## src/rtl/tour_cmd_if.sv

```systemverilog
// Command-processor handshake bundle: command, ready/clear, response and response byte.
interface tour_cmd_if;
  logic [15:0] cmd;
  logic        cmd_rdy;
  logic        clr_cmd_rdy;
  logic        send_resp;
  logic [7:0]  resp;

  modport master (
    output cmd,
    output cmd_rdy,
    output resp,
    input  clr_cmd_rdy,
    input  send_resp
  );

  modport slave (
    input  cmd,
    input  cmd_rdy,
    input  resp,
    output clr_cmd_rdy,
    output send_resp
  );
endinterface

```

## src/rtl/tour_cmd.sv

```systemverilog
// Plays back a solved knight's tour as vertical-then-horizontal move commands, else passes UART commands.
// Optional feature: define TOUR_FANFARE_EN to request fanfare on every horizontal command.
module tour_cmd #(
  parameter int unsigned NUM_MOVES = 24
) (
  input  logic        clk,
  input  logic        rst_n,
  input  logic        start_tour,
  input  logic [7:0]  move,
  output logic [4:0]  mv_indx,
  input  logic [15:0] cmd_UART,
  input  logic        cmd_rdy_UART,
  output logic        tour_err,
  tour_cmd_if.master  cp
);

  localparam int unsigned IDX_W = 5;
  localparam logic [3:0] OP_MOVE = 4'h2;
`ifdef TOUR_FANFARE_EN
  localparam logic [3:0] OP_HORZ = 4'h3;
`else
  localparam logic [3:0] OP_HORZ = 4'h2;
`endif
  localparam logic [7:0] HEAD_N    = 8'h00;
  localparam logic [7:0] HEAD_W    = 8'h3F;
  localparam logic [7:0] HEAD_S    = 8'h7F;
  localparam logic [7:0] HEAD_E    = 8'hBF;
  localparam logic [7:0] RESP_IDLE = 8'hA5;
  localparam logic [7:0] RESP_BUSY = 8'h5A;
  localparam logic [IDX_W-1:0] LAST_IDX = IDX_W'(NUM_MOVES - 1);

  typedef enum logic [2:0] {IDLE, VERT, HOLDV, HORZ, HOLDH} state_t;

  state_t           r_state;
  logic [IDX_W-1:0] r_mv_indx;
  logic             r_tour_err;

  logic [15:0] w_vcmd;
  logic [15:0] w_hcmd;
  logic        w_legal;
  logic        w_last;

  assign w_last   = (r_mv_indx == LAST_IDX);
  assign mv_indx  = r_mv_indx;
  assign tour_err = r_tour_err;

  // One-hot move to (vertical, horizontal) command pair; anything else is illegal.
  always_comb begin
    w_vcmd  = 16'h0000;
    w_hcmd  = 16'h0000;
    w_legal = 1'b1;
    case (move)
      8'h01: begin w_vcmd = {OP_MOVE, HEAD_N, 4'd2}; w_hcmd = {OP_HORZ, HEAD_W, 4'd1}; end
      8'h02: begin w_vcmd = {OP_MOVE, HEAD_N, 4'd2}; w_hcmd = {OP_HORZ, HEAD_E, 4'd1}; end
      8'h04: begin w_vcmd = {OP_MOVE, HEAD_N, 4'd1}; w_hcmd = {OP_HORZ, HEAD_W, 4'd2}; end
      8'h08: begin w_vcmd = {OP_MOVE, HEAD_S, 4'd1}; w_hcmd = {OP_HORZ, HEAD_W, 4'd2}; end
      8'h10: begin w_vcmd = {OP_MOVE, HEAD_S, 4'd2}; w_hcmd = {OP_HORZ, HEAD_W, 4'd1}; end
      8'h20: begin w_vcmd = {OP_MOVE, HEAD_S, 4'd2}; w_hcmd = {OP_HORZ, HEAD_E, 4'd1}; end
      8'h40: begin w_vcmd = {OP_MOVE, HEAD_N, 4'd1}; w_hcmd = {OP_HORZ, HEAD_E, 4'd2}; end
      8'h80: begin w_vcmd = {OP_MOVE, HEAD_S, 4'd1}; w_hcmd = {OP_HORZ, HEAD_E, 4'd2}; end
      default: w_legal = 1'b0;
    endcase
  end

  // Playback sequencer; send_resp alongside clr_cmd_rdy in VERT/HORZ is deliberately dropped.
  always_ff @(posedge clk or negedge rst_n) begin
    if (!rst_n) begin
      r_state    <= IDLE;
      r_mv_indx  <= '0;
      r_tour_err <= 1'b0;
    end else begin
      r_tour_err <= 1'b0;
      case (r_state)
        IDLE: if (start_tour) begin
          r_mv_indx <= '0;
          r_state   <= VERT;
        end
        VERT: begin
          if (!w_legal) begin
            r_tour_err <= 1'b1;
            r_state    <= IDLE;
          end else if (cp.clr_cmd_rdy) begin
            r_state <= HOLDV;
          end
        end
        HOLDV: if (cp.send_resp) r_state <= HORZ;
        HORZ:  if (cp.clr_cmd_rdy) r_state <= HOLDH;
        HOLDH: if (cp.send_resp) begin
          if (w_last) begin
            r_state <= IDLE;
          end else begin
            r_mv_indx <= r_mv_indx + IDX_W'(1);
            r_state   <= VERT;
          end
        end
        default: r_state <= IDLE;
      endcase
    end
  end

  // Command-processor side outputs, combinational from state, index, move and UART inputs.
  always_comb begin
    cp.cmd     = cmd_UART;
    cp.cmd_rdy = cmd_rdy_UART;
    cp.resp    = RESP_BUSY;
    case (r_state)
      IDLE: cp.resp = RESP_IDLE;
      VERT: begin
        cp.cmd     = w_vcmd;
        cp.cmd_rdy = w_legal;
      end
      HOLDV: begin
        cp.cmd     = w_vcmd;
        cp.cmd_rdy = 1'b0;
      end
      HORZ: begin
        cp.cmd     = w_hcmd;
        cp.cmd_rdy = 1'b1;
      end
      HOLDH: begin
        cp.cmd     = w_hcmd;
        cp.cmd_rdy = 1'b0;
        if (w_last) cp.resp = RESP_IDLE;
      end
      default: cp.resp = RESP_IDLE;
    endcase
  end

endmodule

```

## src/flat_wrapper.sv

```systemverilog
// flat-port wrapper written by rule: the top's interface ports become plain ports
module tour_cmd_flat 
#(
  parameter int unsigned NUM_MOVES = 24
)
  (clk, rst_n, start_tour, move, mv_indx, cmd_UART, cmd_rdy_UART, tour_err, cp_cmd, cp_cmd_rdy, cp_resp, cp_clr_cmd_rdy, cp_send_resp);
  tour_cmd_if cp_i ();
  input  logic clk;
  input  logic rst_n;
  input  logic start_tour;
  input  logic [7:0] move;
  output logic [4:0] mv_indx;
  input  logic [15:0] cmd_UART;
  input  logic cmd_rdy_UART;
  output logic tour_err;
  output wire logic [$bits(cp_i.cmd)-1:0] cp_cmd;
  output wire logic [$bits(cp_i.cmd_rdy)-1:0] cp_cmd_rdy;
  output wire logic [$bits(cp_i.resp)-1:0] cp_resp;
  input wire logic [$bits(cp_i.clr_cmd_rdy)-1:0] cp_clr_cmd_rdy;
  input wire logic [$bits(cp_i.send_resp)-1:0] cp_send_resp;
  assign cp_cmd = cp_i.cmd;
  assign cp_cmd_rdy = cp_i.cmd_rdy;
  assign cp_resp = cp_i.resp;
  assign cp_i.clr_cmd_rdy = cp_clr_cmd_rdy;
  assign cp_i.send_resp = cp_send_resp;
  tour_cmd #(.NUM_MOVES(NUM_MOVES)) u_core (.clk(clk), .rst_n(rst_n), .start_tour(start_tour), .move(move), .mv_indx(mv_indx), .cmd_UART(cmd_UART), .cmd_rdy_UART(cmd_rdy_UART), .tour_err(tour_err), .cp(cp_i));
endmodule
```

## config.mk

```make
export PLATFORM = sky130hd
export DESIGN_NAME = tour_cmd_flat
export DESIGN_NICKNAME = d
export VERILOG_FILES = /design/src/rtl/tour_cmd_if.sv /design/src/rtl/tour_cmd.sv /design/src/flat_wrapper.sv
export SDC_FILE = /design/constraint.sdc
export NUM_CORES = 1
export LEC_CHECK = 0
export CAP_MARGIN = 20
export CELL_PAD_IN_SITES_DETAIL_PLACEMENT = 1
export CELL_PAD_IN_SITES_GLOBAL_PLACEMENT = 2
export CORE_ASPECT_RATIO = 1.75
export CORE_UTILIZATION = 22
export CTS_CLUSTER_SIZE = 30
export DETAILED_ROUTE_END_ITERATION = 10
export PLACE_DENSITY_LB_ADDON = 0.15
export SETUP_SLACK_MARGIN = 0.4
export SLEW_MARGIN = 5
export SYNTH_ARGS = -nofsm -noshare
export SYNTH_HDL_FRONTEND = slang
export SYNTH_SLANG_ARGS = --single-unit
```

## constraint.sdc

```tcl
create_clock -name clk -period 3.5 [get_ports clk]
set_input_delay 0.7 -clock clk [delete_from_list [all_inputs] [get_ports clk]]
set_output_delay 0.7 -clock clk [all_outputs]
set_load 0.01 [all_outputs]
```

---- After elaboration in Yosys (flattened, before gate mapping) ----
Cells that the tools add are included.
word-level totals
  flip-flop bits (word level) ............. 9
  input port bits ......................... 30
  output and inout bits ................... 31
operators by class
  $add $sub $neg .......................... 1
  equality and inequality tests ........... 19
  mux-type cells .......................... 21
  reductions and logical operators ........ 17
operator list
  operator               count
  $pmux W14 S4           2
  $pmux W16 S2           1
  $reduce_or A2 Y1       11
  $mux W3                6
  $pmux W8 S2            1
  $mux W5                3
  $pmux W3 S5            1
  $ne A2 B2 Y1 const B   5
  $pmux W5 S2            1
  $eq A8 B1 Y1 const B   1
  $eq A8 B2 Y1 const B   1
  $eq A8 B3 Y1 const B   1
  $eq A8 B4 Y1 const B   1
  $eq A8 B5 Y1 const B   1
  $eq A8 B6 Y1 const B   1
  $eq A8 B7 Y1 const B   1
  $eq A8 B8 Y1 const B   1
  $mux W8                1
  $reduce_or A8 Y1       1
  $eq A3 B2 Y1 const B   2
  $add A5 B1 Y5 const B  1
  $eq A5 B5 Y1 const B   1
  $reduce_and A5 Y1      1
  $mux W1                4
  other kinds (8)        8

---- Depth between registers and ports, before layout ----
  word-level depth ........................ 5
  mapped depth ............................ 6

---- Worst setup path before layout ----
No wires, ideal clock.
  kind .................................... input -> output
  start ................................... input port move[4]
  end ..................................... output port cp_cmd[0]
  data arrival time ....................... 1.879 ns
  path slack .............................. 0.921 ns
  cell stages on the path ................. 6
  cells stage by stage .................... buf_4 nor2_1 nand2_1 nor2_4 o31ai_1 a2111oi_2
between the ends
  word-level cells in the longest chain between the ends .. 4
  elaborated cells on any way between the ends .. 19
  those cells by class .................... 8 x eq/ne; 3 x mux; 8 x reduce/logical
ends and longest elaborated chain
  what                                        line                text
  start, declared                             flat_wrapper.sv:11  input logic [7:0] move;
  $eq A8 B7 Y1, or another cell as far along  tour_cmd.sv:52      case (move)
  $reduce_or A2 Y1 (no source line)           n/a
  $pmux W14 S4                                tour_cmd.sv:52
  $pmux W16 S2 *                              tour_cmd.sv:106     case (r_state)
  end, declared                               flat_wrapper.sv:16  output wire logic [$bits(cp_i.cmd)-1:0] cp_cmd;
Mark *: on every way between the ends. The rest lies on a longest branch, timed or not.

---- Final worst setup path ----
  start ................................... input port move[5]
  end ..................................... output port cp_cmd[6]
The elaborated chain is that of the path after synthesis.

==> reports/metrics.yaml <==
sta:
  fmax_ghz: 0.329
  setup_viol: 0
  rsz0062_at_grt: "no"
  fin_tns_setup_ns: 0
  maxSlewHeadroom_pct: 69.3
  fin_crit_ns: 3.04
  worst_hold_slack_ns: 0.590
  tightest_slew_ns: 0.459
  finalHoldViolations: 0
  fin_worst_skew_ns: 0.00473
  period_share_pct: 86.8
  slew_violations: 0
detailed_routing:
  via_per_inst: 4.96
  first_iter_violations: 23
  firstDrtPassIters: 4
  vias: 1325
  drc: 0
  wl_um: 4190
  wl_per_cell_um: 15.7
  ant_nets: 0
worst_setup_path:
  cp-end-kind: "output port"
  cp_max_fo: 6
  rr_startpoint: "u_core.mv_indx[0]"
  required_ns: 2.80
  crit_type: "in2out"
  cp.arrival_ns: 2.34
  critPathLaunchType: "primary input"
  cp-startpoint: "move[5]"
yosys:
  ys_seq_elements: 9
  synthDistinctLibCells: 49
  yosysTopAreaCell: "dfrtp_1"
  synth_area_leaders: "dfrtp_1, a21o_1, a221oi_4"
  synthCells: 141
  async_reset_ff_share_pct: 100
  synth-warning-count: 0
  seq_area_frac_synth_pct: 19.8
  synth_area_um2: 1140
  synth_edf_count: 0
  avgSynthCellArea_um2: 8.08
  synth_top_area_share_pct: 19.8
  synth_ff_type: "dfrtp_1"
  syn-num-nets: 172
layout:
  fill_cells: 622
  final_layout_size_suffix_gt1_share_pct: 28.2
  multiInputGateArea_um2: 863
  area_growth_pct: 69.3
  nets: 245
  ff_latch_area_um2: 225
  diodes: 0
grt:
  grtUsageTotal_pct: 15.5
  grt_max_degree: 15
  grt_pass1_vias: 1434
  overflow: 0
  antenna_found_initial: 0
  grt_pass1_wl_um: 6800
status:
  status: "completed"
pwr:
  ir_worst_vdd_mv: 0.200
  p_per_area_nw_per_um2: 257
  leakagePower_uw: 0.000800
clocking:
  cts_buffer_depth: 2
  cts_root_buffer: "clkbuf_8"
  cts_tree: "done"
  path_clk_slew_ns: 0.05
  htreeDepth: 1
  cts_hold_buf: 0
  clkLatencyLatePin_ns: 0.23
  cts_buffers: 3
  cts_sinks: 9
worst_hold_path:
  min-delay-start: "u_core.mv_indx[1]"
  worstHoldPathType: "reg2reg"
flow_run:
  cap_violations: 0
floorplanning:
  ios: 61
  die-area_um2: 5480
  start_util_pct: 22.9
  rows: 34
  fp.dieH_um: 97.2
  core-area_um2: 4980
  dieWidth_um: 56.4
place:
  hpwl_um: 3430
  port_buffers: 60
  place.gp.congestion: 0.792
## worst paths after layout
path | endpoint | slack (ns) | depth (start not counted)
min in group asynchronous | u_core.mv_indx[2] | 0.79 | 1
setup / recovery | cp_cmd[6] | 0.46 | 9
hold / removal | u_core.mv_indx[1] | 0.59 | 1
setup reg to reg | u_core.mv_indx[3] | 1.70 | 6
hold reg to reg | u_core.mv_indx[1] | 0.59 | 1
max in group asynchronous | u_core.mv_indx[3] | 2.40 | 1
## state kept, by name, summed over array words and instances, names as in the netlist
name / count
u_core.mv_indx: 5
u_core.tour_err: 1
u_core.r_state: 3
## what timing repair did
item,4_1_cts,5_1_grt
pin swaps,6,4
buffers inserted,4,2
resized for setup,55,16
gates cloned,1,0
setup endpoints to repair,12,14
## cell usage after synthesis (all sizes together) (2+ instances only)
cell     n
buf     12
nor2    12
nand2   10
o21ai   10
dfrtp    9
a21o     8
and2     8
nor3     6
a21oi    5
inv      5
nand3    5
xnor2    5
nand2b   4
nor2b    3
nor4b    3
xor2     3
a21boi   2
a221oi   2
a22o     2
a31oi    2
clkbuf   2
nor3b    2
nor4     2
o21a     2
o22ai    2
## cells by family (layout without fill, tap and decap cells)
kind of cell | Yosys count | in the layout | synth area share [%]
XOR/XNOR | 8 | 8 | 6.81
adder cells (fa/ha/maj) | 1 | 1 | 1.10
flip-flops | 9 | 9 | 19.8
buffers and inverters | 19 | 91 | 10.2
AO/OA/AOI/OAI | 43 | 43 | 30.6
AND/OR/NAND/NOR | 60 | 60 | 30.5
multiplexers | 1 | 1 | 0.988
## critical path, stage by stage
cell             delay [ns]
clkdlybuf4s15_1        0.20
buf_6                  0.15
xor2_4                 0.18
a221oi_4               0.32
o22ai_4                0.13
buf_6                  0.14
a21o_4                 0.21
a21o_1                 0.16
buf_2                  0.14
## metal layers
metal / GRT usage, % / part of all wire (%)
met5: 0 / 0
met4: 4.88 / 1.8
met3: 2.00 / 2.5
met2: 33.0 / 62
met1: 14.2 / 34
## cells in the final DEF, fill, tap and decap left out, drive strengths merged, types with 2 or more instances in the layout
master,Yosys,final
a21boi,2,2
a21o,8,8
a21oi,5,5
a221oi,2,2
a22o,2,2
a31oi,2,2
and2,8,8
buf,12,28
clkbuf,2,10
clkdlybuf4s15,0,4
clkdlybuf4s50,0,40
dfrtp,9,9
dlygate4sd2,0,4
inv,5,5
nand2,10,10
nand2b,4,4
nand3,5,5
nor2,12,12
nor2b,3,3
nor3,6,6
nor3b,2,2
nor4,2,2
nor4b,3,3
o21a,2,2
o21ai,10,10
o22ai,2,2
xnor2,5,5
xor2,3,3
## stage by stage
stage / std cells / setup WS [ns] / util (%) / total power (uW) / area, um^2
floorplan: 141 / 0.921 / - / 244 / 1140
CTS: 265 / 0.302 / 38.6 / 502 / 1920
global route: 267 / 0.387 / 38.8 / 526 / 1930
global placement: 256 / -0.125 / 36.6 / 377 / 1820
finish: 267 / 0.463 / 38.8 / 495 / 1930
detailed placement: 256 / -0.146 / 36.6 / 384 / 1820
## cell type report
| class | count | area share [%] |
|---|---|---|
| clock buffer | 4 | 2.33 |
| timing repair buffer | 82 | 36.8 |
| tap | 54 | 3.50 |
| multi-input combinational | 113 | 44.7 |
| inverter | 5 | 0.973 |
| sequential | 9 | 11.7 |
## where the power goes
part / total, uW / switching (uW) / internal, uW
clock network: 122 / 42.7 / 79.5
logic: 262 / 125 / 136
registers: 111 / 2.67 / 108
total: 495 / 171 / 324
Power figures use the tool's default switching activity.
